**src/rtl/signal_debouncer.sv**
```systemverilog
// -----------------------------------------------------------------------------
// signal_debouncer
//
// Purpose:
//   Conditions a raw asynchronous level (button, switch, external strobe) for
//   clk-domain logic. The input is synchronized through a flop chain, and a
//   four-state FSM then requires STABLE_CYCLES consecutive synchronized
//   samples at a new level before the debounced output follows it. The output
//   therefore makes one clean transition per real change. A downstream
//   positive_edge_detector sees exactly one pulse per press.
//
// Parameters:
//   STABLE_CYCLES : consecutive synchronized cycles needed at a new level
//                   (2..65535).
//   CNT_W         : stability counter width; 2**CNT_W must exceed
//                   STABLE_CYCLES.
//
// Ports:
//   clk       in   system clock; all state updates on the rising edge.
//   rst       in   synchronous active-high reset; it overrides every transition.
//   signal_in in   raw asynchronous input level.
//   signal    out  debounced, registered level.
//   busy      out  registered; high while a candidate transition is being
//                  qualified (WAIT_HIGH / WAIT_LOW).
//
// Build option:
//   SIGNAL_DEBOUNCER_SYNC3_EN - when defined, a third synchronizer flop is
//   added. The FSM then reads the third flop, and every latency grows by one
//   cycle. When undefined, a two-flop chain is used.
// -----------------------------------------------------------------------------
module signal_debouncer #(
    parameter int unsigned STABLE_CYCLES = 16,
    parameter int unsigned CNT_W         = 16
) (
    input  logic clk,
    input  logic rst,
    input  logic signal_in,
    output logic signal,
    output logic busy
);

    typedef enum logic [1:0] {
        STABLE_LOW  = 2'd0,
        WAIT_HIGH   = 2'd1,
        STABLE_HIGH = 2'd2,
        WAIT_LOW    = 2'd3
    } state_t;

    // Terminal count: the sample that completes qualification arrives while
    // the counter holds STABLE_CYCLES-1. The counter therefore never wraps.
    localparam logic [CNT_W-1:0] LAST_CNT = CNT_W'(STABLE_CYCLES - 1);
    localparam logic [CNT_W-1:0] CNT_ZERO = {CNT_W{1'b0}};
    localparam logic [CNT_W-1:0] CNT_ONE  = CNT_W'(1);

    logic             sync1_r;
    logic             sync2_r;
    logic             level_s;

    state_t           state_r;
    state_t           state_nxt_s;
    logic [CNT_W-1:0] cnt_r;
    logic [CNT_W-1:0] cnt_nxt_s;
    logic             signal_r;
    logic             signal_nxt_s;
    logic             busy_r;
    logic             busy_nxt_s;

`ifdef SIGNAL_DEBOUNCER_SYNC3_EN
    logic             sync3_r;

    // Three-flop synchronizer chain for the raw asynchronous input.
    always_ff @(posedge clk) begin
        if (rst) begin
            sync1_r <= 1'b0;
            sync2_r <= 1'b0;
            sync3_r <= 1'b0;
        end else begin
            sync1_r <= signal_in;
            sync2_r <= sync1_r;
            sync3_r <= sync2_r;
        end
    end

    assign level_s = sync3_r;
`else
    // Two-flop synchronizer chain for the raw asynchronous input.
    always_ff @(posedge clk) begin
        if (rst) begin
            sync1_r <= 1'b0;
            sync2_r <= 1'b0;
        end else begin
            sync1_r <= signal_in;
            sync2_r <= sync1_r;
        end
    end

    assign level_s = sync2_r;
`endif

    // FSM next-state, stability counter and registered-output next values.
    always_comb begin
        state_nxt_s  = state_r;
        cnt_nxt_s    = cnt_r;
        signal_nxt_s = signal_r;

        case (state_r)
            STABLE_LOW: begin
                if (level_s) begin
                    // The first high sample counts as cycle 1 of the run.
                    state_nxt_s = WAIT_HIGH;
                    cnt_nxt_s   = CNT_ONE;
                end else begin
                    cnt_nxt_s   = CNT_ZERO;
                end
            end
            WAIT_HIGH: begin
                if (!level_s) begin
                    // Abort: the output was never touched, so it stays low.
                    state_nxt_s = STABLE_LOW;
                    cnt_nxt_s   = CNT_ZERO;
                end else if (cnt_r == LAST_CNT) begin
                    state_nxt_s  = STABLE_HIGH;
                    cnt_nxt_s    = CNT_ZERO;
                    signal_nxt_s = 1'b1;
                end else begin
                    cnt_nxt_s   = cnt_r + CNT_ONE;
                end
            end
            STABLE_HIGH: begin
                if (!level_s) begin
                    state_nxt_s = WAIT_LOW;
                    cnt_nxt_s   = CNT_ONE;
                end else begin
                    cnt_nxt_s   = CNT_ZERO;
                end
            end
            WAIT_LOW: begin
                if (level_s) begin
                    state_nxt_s = STABLE_HIGH;
                    cnt_nxt_s   = CNT_ZERO;
                end else if (cnt_r == LAST_CNT) begin
                    state_nxt_s  = STABLE_LOW;
                    cnt_nxt_s    = CNT_ZERO;
                    signal_nxt_s = 1'b0;
                end else begin
                    cnt_nxt_s   = cnt_r + CNT_ONE;
                end
            end
            default: begin
                state_nxt_s  = STABLE_LOW;
                cnt_nxt_s    = CNT_ZERO;
                signal_nxt_s = 1'b0;
            end
        endcase

        if ((state_nxt_s == WAIT_HIGH) || (state_nxt_s == WAIT_LOW)) begin
            busy_nxt_s = 1'b1;
        end else begin
            busy_nxt_s = 1'b0;
        end
    end

    // State, counter and output registers; reset wins over any transition.
    always_ff @(posedge clk) begin
        if (rst) begin
            state_r  <= STABLE_LOW;
            cnt_r    <= CNT_ZERO;
            signal_r <= 1'b0;
            busy_r   <= 1'b0;
        end else begin
            state_r  <= state_nxt_s;
            cnt_r    <= cnt_nxt_s;
            signal_r <= signal_nxt_s;
            busy_r   <= busy_nxt_s;
        end
    end

    assign signal = signal_r;
    assign busy   = busy_r;

endmodule

```
**config.mk**
```make
export PLATFORM = sky130hd
export DESIGN_NAME = signal_debouncer
export DESIGN_NICKNAME = d
export VERILOG_FILES = /design/src/rtl/signal_debouncer.sv
export SDC_FILE = /design/constraint.sdc
export NUM_CORES = 1
export LEC_CHECK = 0
export CORE_ASPECT_RATIO = 0.6
export CORE_MARGIN = 2
export CORE_UTILIZATION = 32
export DETAILED_ROUTE_END_ITERATION = 10
export GPL_TIMING_DRIVEN = 1
export MAX_ROUTING_LAYER = met4
export PLACE_DENSITY = 0.49
export REMOVE_ABC_BUFFERS = 1
export SLEW_MARGIN = 15
export SYNTH_ARGS = -nofsm -noshare
export SYNTH_HDL_FRONTEND = slang
export SYNTH_SLANG_ARGS = --single-unit
```
**constraint.sdc**
```tcl
create_clock -name clk -period 3.85 [get_ports clk]
set_input_delay 0.9625 -clock clk [delete_from_list [all_inputs] [get_ports clk]]
set_output_delay 0.9625 -clock clk [all_outputs]
set_load 0.005 [all_outputs]
```
==> parameters.txt, run 1 <==
Parameter                              Value

Synth
  Netlist cell types ... 24
  Ranking of synthesized cells by instance count ... 22 x dfxtp_1, 18 x nor2_1, 12 x xnor2_1, 6 x nand4_1, 5 x nand2_1
  Primary flip-flop cell chosen by synthesis mapping ... dfxtp_1
  Flip-flop and latch count after synthesis ... 22
  Count of flip-flops with a built-in enable after synthesis ... 0
  Average cell area after synthesis ... 9.50 um2
  Synthesized instance count ... 100
  Most frequently used cell type in the post-synthesis netlist ... dfxtp_1
  Count of warnings emitted by yosys ... 0
  Post-synth design cell area ... 950 um2
  Top cell type by total area after synthesis ... dfxtp_1
  Portion of the post-synthesis area used by sequential elements ... 46.4%
  Largest cells by area after synthesis ... dfxtp_1 46%, xnor2_1 11%, nor2_1 7.1%, nor4_4 4.5%, nand4_1 4.0%
  Yosys top cell area share ... 46.4%
  Asr flop ratio synth ... 0%

Detailed routing
  Average wire per cell in the routed design ... 11.3 um
  Number of routed nets with antenna violations ... 0
  Final WL ... 1.68 mm
  1st-pass router iterations ... 5
  Via density per instance ... 4.56
  DRC ... 0
  Number of DRC markers in iteration 0 ... 81
  Routed vias ... 679

Global route
  Largest net degree at the start of global routing ... 16
  Overall fraction of global-route tracks in use ... 12.3%
  Antenna violations before repair ... 0
  Vias in the first global route ... 561
  First-pass GRT wire length ... 2.93 mm
  Global route total overflow ... 0

Timing
  Setup TNS ... 0 ns
  Slew Limit Headroom ... 58.2%
  Number of pins exceeding their max-slew limit in the final report ... 0
  Number of endpoints with negative hold slack in the final report ... 0
  Fin Clk Skew ... 0.00330 ns
  Transition time at the pin with the least slew margin ... 0.625 ns
  Maximum clock rate ... 461 MHz
  Number of setup violations in the final report ... 0
  Setup repair after global routing missed its margin ... no
  Setup ws final ... 1.68 ns
  Portion of the clock cycle consumed by the worst path in the final layout ... 56.3%
  Clock period minus final worst setup slack ... 2.17 ns

CTS
  H-tree depth ... 1
  Number of buffers created by CTS ... 3
  Setup Fix Bufs, Post-CTS ... 0
  Number of buffers on the longest clock path ... 2
  TritonCTS clock tree ... yes
  CTS resizes ... 0
  Hold Buf Count CTS ... 0
  Number of sinks driven by the clock tree ... 22
  Clock-pin transition on the worst setup and hold timing paths ... 0.08 ns
  Clock latency reported for the late side of the worst-skew pair ... 0.26 ns
  CTS Root Buffer Type ... clkbuf_8

Placed design
  Dpl ws ... 1.43 ns
  Port Buffers ... 4
  Dpl hpwl ... 1.25 mm
  Placer's final routability congestion estimate ... 0.827
  Placed instance area ... 0.00104 mm2

Worst setup path
  Type of element launching the critical path ... input pin
  Worst Reg-to-Reg Cells ... 5
  Crit Path Category ... in2reg
  Max FO, Critical Path ... 15
  Worst Path Arrival ... 2.36 ns
  WP data required ... 4.04 ns
  Kind of end point of the critical path ... register

Run status
  Status ... finished clean

Power
  Highest ir drop seen on vdd ... 126 uV
  Power per cell area ... 371 mW/mm2
  Leakage ... 0.323 nW

Finish
  Number of inserted diodes ... 0
  Fill cell count ... 305
  Fin area ... 0.00109 mm2
  Area grow syn2layout ... 15.0%
  Nets@finish ... 112
  Share of layout cells above drive strength 1 ... 9.35%

Worst hold path
  Kind of path behind the tightest hold check ... reg2reg
  Hold path depth ... 1

Floorplanning
  Die X-Extent ... 74.3 um
  Overall die area ... 0.00343 mm2
  Height of the die ... 46.2 um
  Area of the placeable core ... 0.00285 mm2
  Placement row count ... 15
  Number of top-level design ports ... 5
  Initial core utilization ... 33.3%

Job
  Max-cap viol count ... 0
worst max-delay path: stages:
cell and delay (ns):
clkdlybuf4s50_1 0.49, nor2_1 0.18, nand3_1 0.48, nor2_1 0.25
worst paths after layout:
check	slack (ns)	startpoint	end
setup / recovery	1.68	rst	cnt_r[6]
hold / removal	0.45	sync1_r	level_s
setup reg to reg	2.07	cnt_r[0]	cnt_r[6]
hold reg to reg	0.45	sync1_r	level_s
registers in the layout (all words and copies together), names as in the netlist:
name and count:
cnt_r 16, level_s 1, signal 1, sync1_r 1
state_r 2, busy 1
cell usage in the layout, fill, tap and decap left out, drive strengths merged, types with 3 or more instances in the layout:
master	synthesis	layout
dfxtp	22	22
xor2	3	3
nor4	7	7
nor3	4	4
nand3	4	4
inv	4	4
nand4	7	7
clkdlybuf4s50	0	4
nor2	18	18
nand2	5	5
clkbuf	0	4
xnor2	12	12
metrics by stage:
stage               std cells  util (%)  total power [mW]  hold slack (ns)
CTS                       149      38.3             0.409            0.456
floorplan                  99         -             0.240            0.414
global placement          145      36.4             0.246            0.456
detailed placement        145      36.4             0.246            0.444
global route              149      38.3             0.423            0.469
finish                    149      38.3             0.405            0.451
power breakdown:
part           internal (mW)  switching (mW)  leakage, nW  total (mW)
Clock                 0.0911          0.0728       0.0288       0.164
Combinational        0.00592         0.00297        0.116     0.00889
Sequential             0.230         0.00191        0.178       0.232
per-layer routing:
metal / part of all wire [%] / global-route usage [%] / vias to the layer above
met1: 60 / 19.5 / 302
met3: 4.8 / 3.94 / 2
met5: 0 / - / -
met2: 34 / 13.2 / 15
met4: 1.6 / 4.29 / 0
li1: - / - / 360
cells by family (layout without fill, tap and decap cells):
kind of cell	after synthesis	count (layout)	share of synthesized area, %
muxes	1	1	1.05
AOI/OAI and AO/OA	3	3	1.98
DFF	22	22	46.4
and+or+nand+nor	53	53	33.3
buffers and inverters	5	12	2.11
xor gates and xnor gates	15	15	13.8
adders and majority gates	1	1	1.32
final cells by class:
type,instances,area (um2),share of cell area (%)
Multi-Input combinational cell,73,489,44.8
Sequential cell,22,440,40.3
Clock buffer,4,55.1,5.04
Tap cell,42,52.6,4.81
Timing Repair Buffer,4,40.0,3.67
Inverter,4,15.0,1.37
Note: power is estimated with default switching activity, not from simulation.
==> run 2, diff against run 1 <==
PLACE_DENSITY = 0.51   (was 0.49)
clock period = 1.8 ns   (was 3.85 ns; I/O delays follow)
==> parameters.txt, run 2 (same netlist as run 1, synthesis figures left out) <==
Parameter                              Value

Job
  Max-cap viol count ... 0

Worst setup path
  Crit Path Category ... reg2reg
  Max FO, Critical Path ... 5
  Critical-path cell list ... ha_1 -> and4_1 -> nand4_2 -> or3b_1 -> a31oi_1
  WP data required ... 1.99 ns
  CP max-delay cell ... dfxtp_1
  Cell family with most CP delay ... simple AND/OR/NAND/NOR gates
  Delay of the slowest cell on the worst path ... 0.39 ns
  Buffering stage count on the worst path with inverters included ... 0
  Kind of end point of the critical path ... register
  Type of element launching the critical path ... register
  Worst Path Arrival ... 1.82 ns

CTS
  H-tree depth ... 1
  Hold Buf Count CTS ... 0
  Number of buffers on the longest clock path ... 2
  Clock-pin transition on the worst setup and hold timing paths ... 0.07 ns
  CTS resizes ... 0
  TritonCTS clock tree ... yes
  Setup Fix Bufs, Post-CTS ... 0
  Number of buffers created by CTS ... 3
  CTS Root Buffer Type ... clkbuf_8
  Number of sinks driven by the clock tree ... 22
  Clock latency reported for the late side of the worst-skew pair ... 0.25 ns

Finish
  Largest registers in the final layout ... cnt_r: 16 flops, state_r: 2 flops
  Area grow syn2layout ... 15.2%
  Flip-flop and latch area ... 440 um2
  Max FFs per register ... 16
  Nets@finish ... 114
  Share of layout cells above drive strength 1 ... 10.2%
  Number of inserted diodes ... 0
  Fin area ... 0.00109 mm2
  Commonest non-fill, non-tap cell in the layout ... dfxtp_1
  Fill cell count ... 302
  Leading cell types in the layout, fill and taps excluded ... 22 x dfxtp_1, 18 x nor2_1, 12 x xnor2_1
  Biggest register ... cnt_r
  Multi-input gate area in the final layout ... 489 um2

Timing
  Fin Clk Skew ... 0.00262 ns
  Number of endpoints with negative hold slack in the final report ... 0
  Setup TNS ... 0 ns
  Number of setup violations in the final report ... 0
  Clock period minus final worst setup slack ... 1.63 ns
  Maximum clock rate ... 612 MHz
  Portion of the clock cycle consumed by the worst path in the final layout ... 90.8%
  Transition time at the pin with the least slew margin ... 0.352 ns
  Number of pins exceeding their max-slew limit in the final report ... 0
  Setup repair after global routing missed its margin ... no
  Slew Limit Headroom ... 76.3%
  Final worst hold slack ... 0.446 ns

Power
  Highest ir drop seen on vdd ... 444 uV
  Leakage ... 0.325 nW
  Power per cell area ... 740 mW/mm2

Global route
  First-pass GRT wire length ... 2.94 mm
  Antenna violations before repair ... 0
  Overall fraction of global-route tracks in use ... 12.3%
  Largest net degree at the start of global routing ... 16
  Global route total overflow ... 0
  Vias in the first global route ... 608

Detailed routing
  1st-pass router iterations ... 4
  Routed vias ... 696
  DRC ... 0
  Via density per instance ... 4.64
  Number of routed nets with antenna violations ... 0
  Average wire per cell in the routed design ... 11.5 um
  Final WL ... 1.72 mm
  Number of DRC markers in iteration 0 ... 45

Placed design
  Placer's final routability congestion estimate ... 0.765
  Dpl hpwl ... 1.31 mm
  Placed instance area ... 0.00105 mm2
  Port Buffers ... 4

Run status
  Status ... finished clean

Floorplanning
  Number of top-level design ports ... 5
  Height of the die ... 46.2 um
  Placement row count ... 15
  Die X-Extent ... 74.3 um
  Area of the placeable core ... 0.00285 mm2
  Overall die area ... 0.00343 mm2
  Initial core utilization ... 33.3%

Worst hold path
  Kind of path behind the tightest hold check ... reg2reg
run 2: cell count changes in the layout (fill, tap and decap cells not counted):
cell,previous run,this run
buf_4,0,2
clkbuf_8,4,3
run 2: power breakdown:
part	internal (mW)	switching (mW)	total [mW]
clock network	0.149	0.143	0.292
logic	0.0141	0.00696	0.0211
registers	0.492	0.00408	0.497
total	0.656	0.154	0.810
run 2: cell type report:
type | instances | share of cell area (%)
sequential | 22 | 40.3
multi-input combinational | 73 | 44.7
timing repair buffer | 6 | 5.03
tap | 42 | 4.81
clock buffer | 3 | 3.78
inverter | 4 | 1.37
run 2: path summary, 6_finish.rpt:
check,slack [ns],to,cells after the start,start
worst max register to register,0.17,signal,5,cnt_r[0]
worst min register to register,0.45,level_s,1,sync1_r
worst max-delay path,0.17,signal,5,cnt_r[0]
worst min-delay path,0.45,level_s,1,sync1_r
run 2: worst reg2reg max path, stage by stage (launching register included):
cell and delay, ns:
dfxtp_1 0.39, ha_1 0.26, and4_1 0.23, nand4_2 0.16
or3b_1 0.38, a31oi_1 0.15
run 2: metrics by stage:
stage	cells	setup WS [ns]	utilization (%)	power [mW]
after floorplan	99	0.294	-	0.514
after global placement	147	0.221	36.9	0.529
after detailed placement	147	0.163	36.9	0.529
after CTS	150	0.164	38.3	0.824
after global routing	150	0.0545	38.3	0.852
final	150	0.166	38.3	0.810
run 2: per-layer routing:
metal | vias up | share of wire (%) | wire length (um) | global-route usage [%]
li1 | 362 | - | - | -
met1 | 321 | 57 | 978 | 18.3
met2 | 11 | 37 | 629 | 14.5
met3 | 2 | 6.0 | 104 | 5.25
met4 | 0 | 0.46 | 8 | 3.21
met5 | - | 0 | 0 | -
==> run 3, diff against run 2 <==
HOLD_SLACK_MARGIN = 0.12   (was not set)
==> results of run 3 <==
The final DEF is identical to that of run 2; final timing and power are the same.
